**src/rtl/dmem_port_arbiter.sv**
```systemverilog
// Round-robin arbiter sharing one single-port data memory between the CPU and a debug/loader port.
// One access accepted per cycle; load data returns two cycles after the grant.
module dmem_port_arbiter #(
  parameter int ADDR_W = 5,
  parameter int DATA_W = 32
) (
  input  logic              CLK,
  input  logic              RST,
  input  logic              cpu_req,
  input  logic              cpu_we,
  input  logic [31:0]       cpu_addr,
  input  logic [DATA_W-1:0] cpu_wd,
  output logic              cpu_gnt,
  output logic              cpu_rvalid,
  output logic [DATA_W-1:0] cpu_rdata,
  input  logic              dbg_req,
  input  logic              dbg_we,
  input  logic [ADDR_W-1:0] dbg_addr,
  input  logic [DATA_W-1:0] dbg_wd,
  output logic              dbg_gnt,
  output logic              dbg_rvalid,
  output logic [DATA_W-1:0] dbg_rdata,
  output logic              mem_we,
  output logic [ADDR_W-1:0] mem_addr,
  output logic [DATA_W-1:0] mem_wd,
  input  logic [DATA_W-1:0] mem_rd
);

  typedef enum logic [1:0] {
    IDLE,
    ACC_CPU,
    ACC_DBG
  } state_t;

  state_t            state;
  state_t            state_next;
  logic              last_win_dbg;
  logic              cap_we;
  logic [ADDR_W-1:0] cap_addr;
  logic [DATA_W-1:0] cap_wd;
  logic              unused_cpu_addr;

  // Word index wraps modulo 2^ADDR_W; the upper ALU result bits carry no meaning here.
  assign unused_cpu_addr = ^cpu_addr[31:ADDR_W];

  // On a conflict the CPU wins unless it won the previous grant.
  always_comb begin
    cpu_gnt    = 1'b0;
    dbg_gnt    = 1'b0;
    state_next = IDLE;
    if (!RST) begin
      if (cpu_req && (!dbg_req || last_win_dbg)) begin
        cpu_gnt    = 1'b1;
        state_next = ACC_CPU;
      end else if (dbg_req) begin
        dbg_gnt    = 1'b1;
        state_next = ACC_DBG;
      end
    end
  end

  always_ff @(posedge CLK) begin
    if (RST) begin
      state        <= IDLE;
      last_win_dbg <= 1'b1;
      cap_we       <= 1'b0;
      cap_addr     <= '0;
      cap_wd       <= '0;
    end else begin
      state <= state_next;
      if (cpu_gnt) begin
        last_win_dbg <= 1'b0;
        cap_we       <= cpu_we;
        cap_addr     <= cpu_addr[ADDR_W-1:0];
        cap_wd       <= cpu_wd;
      end else if (dbg_gnt) begin
        last_win_dbg <= 1'b1;
        cap_we       <= dbg_we;
        cap_addr     <= dbg_addr;
        cap_wd       <= dbg_wd;
      end
    end
  end

  // Gating with RST keeps an access caught by reset from corrupting memory.
  assign mem_we   = cap_we && (state != IDLE) && !RST;
  assign mem_addr = cap_addr;
  assign mem_wd   = cap_wd;

  always_ff @(posedge CLK) begin
    if (RST) begin
      cpu_rvalid <= 1'b0;
      dbg_rvalid <= 1'b0;
      cpu_rdata  <= '0;
      dbg_rdata  <= '0;
    end else begin
      cpu_rvalid <= (state == ACC_CPU) && !cap_we;
      dbg_rvalid <= (state == ACC_DBG) && !cap_we;
      if ((state == ACC_CPU) && !cap_we) cpu_rdata <= mem_rd;
      if ((state == ACC_DBG) && !cap_we) dbg_rdata <= mem_rd;
    end
  end

endmodule

```
**config.mk**
```make
export PLATFORM = sky130hd
export DESIGN_NAME = dmem_port_arbiter
export DESIGN_NICKNAME = d
export VERILOG_FILES = /design/src/rtl/dmem_port_arbiter.sv
export SDC_FILE = /design/constraint.sdc
export NUM_CORES = 1
export LEC_CHECK = 0
export ABC_AREA = 1
export ABC_CLOCK_PERIOD_IN_PS = 2450
export CAP_MARGIN = 40
export CORE_MARGIN = 3
export CORE_UTILIZATION = 44
export CTS_CLUSTER_SIZE = 14
export DETAILED_ROUTE_END_ITERATION = 7
export GPL_ROUTABILITY_DRIVEN = 0
export PLACE_DENSITY = 0.91
export SYNTH_ARGS = -nofsm -noshare
export SYNTH_HDL_FRONTEND = slang
export SYNTH_SLANG_ARGS = --single-unit
```
**constraint.sdc**
```tcl
create_clock -name CLK -period 2.45 [get_ports CLK]
set_input_delay 0.3675 -clock CLK [delete_from_list [all_inputs] [get_ports CLK]]
set_output_delay 0.3675 -clock CLK [all_outputs]
set_load 0.01 [all_outputs]
```
==> impl_metrics.yaml <==
synth:
  ys_ff_latch: 107
  muxShareOfSynthArea_pct: 0
  synthDistinctLibCells: 18
  yosysWarnings: 0
  synth_compound_area_share_pct: 9.82
  synth-simple-area-share_pct: 29.9
  synth-xor-area-share_pct: 0
  synthCells: 757
  synth_top_family_by_area: "simple AND/OR/NAND/NOR gates"
  yosysSeqAreaShare_pct: 43.1
  syn_avg_cell_area_um2: 6.56
  synth.net_count: 896
  synth-adder-area-share_pct: 0
  syn_area_um2: 4970
clocking:
  cts_tree: "built"
  cts_sinks: 107
  cts_setup_buffers: 0
  ctsHoldBuffers: 0
  cts-root-buf: "clkbuf_16"
  numCtsBuffers: 9
  clock_path_buffers: 2
  insertion_delay_ps: 340
  cts.repair.resized: 0
  clk_pin_slew_ps: 80
  cts_max_level: 3
route:
  drcViolationCount: 0
  drt_wl_total_um: 14300
  vias: 5081
  dr.pass1.iters: 5
  drt_iter0_drc: 327
  wl_per_cell_um: 13.2
  drtAntennaViolNets: 0
  via_per_inst: 4.69
worst_setup_path:
  worstSetupPathType: "in2out"
  crit_chain: "clkdlybuf4s50_1 > clkinv_2 > nand3_2 > inv_1 > clkdlybuf4s50_1"
  r2r_start: "cap_we$_SDFFE_PP0P_"
  crit_arrival_ps: 1810
  required_ps: 2080
  cp_common_cell: "clkdlybuf4s50_1"
  cp-start-kind: "input port"
  cp_slowest_cell: "clkdlybuf4s50_1"
  endpoint_kind: "output pin"
  crit_fanout: 5
  crit_path_start: "RST"
  slowest_delay_ps: 610
finish:
  fin_area_um2: 7480
  nNetsFinal: 1078
  antennaDiodeCount: 0
  regArea_um2: 2140
  syn_to_final_growth_pct: 50.6
  fillers: 923
  post-route-util_pct: 68.4
  final_layout_size_suffix_gt1_share_pct: 3.60
  instances_no_fill: 1084
  multi_input_comb_area_um2: 1980
sta:
  worst_pin_slew_ps: 582
  final_hold_viol_count: 0
  relSlewSlack_pct: 61.2
  fin_skew_ps: 12.4
  finalCritPeriodShare_pct: 88.7
  fin_tns_setup_ps: 0
  rsz0062_at_grt: "no"
  max_freq_mhz: 460
  finalMaxSlewViolations: 0
  period_minus_slack_ps: 2170
  setup_viol_count_final: 0
hold_path:
  min_from: "cpu_rdata[18]$_SDFFE_PP0P_"
  hp-class: "reg2reg"
flow_run:
  cap_viol_max_count: 0
global_routing:
  grt_max_degree: 142
  grt_pass1_wl_um: 22300
  gr-total-overflow: 0
  grt_usage_pct: 21.4
  grt_pass1_vias: 4381
  antenna_found_initial: 0
floorplanning:
  start_util_pct: 45.4
  die_area_um2: 12600
  die_x_um: 112
  coreArea_um2: 10900
  fp.dieH_um: 112
  io-pin-count: 245
  rows: 38
placed_design:
  placed_cells: 1068
  place_area_um2: 7180
  place.port_buffers: 217
  dpl.hpwl_um: 9740
power:
  p_per_area_nw_per_um2: 583
  ir_drop_v: 0.000359
  p_leak_nw: 3.56
  p_total_mw: 4.36
run_status:
  outcome: "finished, final reports clean"
## per-layer routing
metal  global-route usage [%]  part of all wire (%)
met5                        0                     0
met4                     9.38                   3.3
met3                     3.45                   4.9
met2                     36.0                    49
met1                     27.3                    43
## synth_stat cells, drive strengths merged
master,n,share of area (%)
nand2,117,8.9
o21ai,64,6.4
nand3,78,8.0
nand4,38,4.8
nor3,2,0.30
inv,155,12
a21oi,32,3.2
buf,30,3.3
dfxtp,107,43
clkbuf,27,2.1
o211ai,1,0.15
nor2,106,8.0
## worst max-delay path: cells and delay by family
kind	cells	cell delay, ps
buffers and inverters	4	1270
and+or+nand+nor	1	160
## final timing paths
path	slack, ps	to	cells past startpoint
worst max-delay path	280	cpu_gnt	5
worst max register to register	870	cpu_rdata[20]$_SDFFE_PP0P_	5
worst min register to register	450	cpu_rdata[18]$_SDFFE_PP0P_	2
worst min-delay path	450	cpu_rdata[18]$_SDFFE_PP0P_	2
## kinds of logic after synthesis
logic type             Yosys count
and+or+nand+nor                341
buffers and inverters          212
DFF                            107
AOI/OAI and AO/OA               97
## power breakdown
group | switching (mW) | internal, mW
registers | 0.0635 | 1.87
clock network | 0.700 | 0.751
logic | 0.460 | 0.517
## sequential cells by signal (all words and copies together), names as in the netlist
register and cells:
cap_we 1, cpu_rdata 32, cpu_rvalid 1, dbg_rdata 32, dbg_rvalid 1, last_win_dbg 1
mem_addr 5, mem_wd 32, state 2
## layout by cell type, fill, tap and decap left out, types with 3 or more instances in the layout
cell and instances:
buf_12 3, a21oi_1 32, inv_1 153, nand3_1 76, clkbuf_16 9, buf_4 8
clkdlybuf4s50_1 217, o21ai_0 64, nor2_1 105, dfxtp_1 107, nand2_1 116, nand4_1 38
## per-stage QoR
stage	setup WS (ps)	hold WS, ps
2_1_floorplan	1160	440
3_5_place_dp	276	435
5_1_grt	184	463
4_1_cts	259	447
6_report	276	446
3_3_place_gp	267	431
## area by class of cell
class	instances	share of cell area [%]
clock buffer	10	3.20
timing repair buffer	228	30.6
sequential	107	28.6
clock inverter	6	0.870
inverter	155	7.80
tap	140	2.34
multi-input combinational	438	26.5
(Power assumes the default switching activity.)
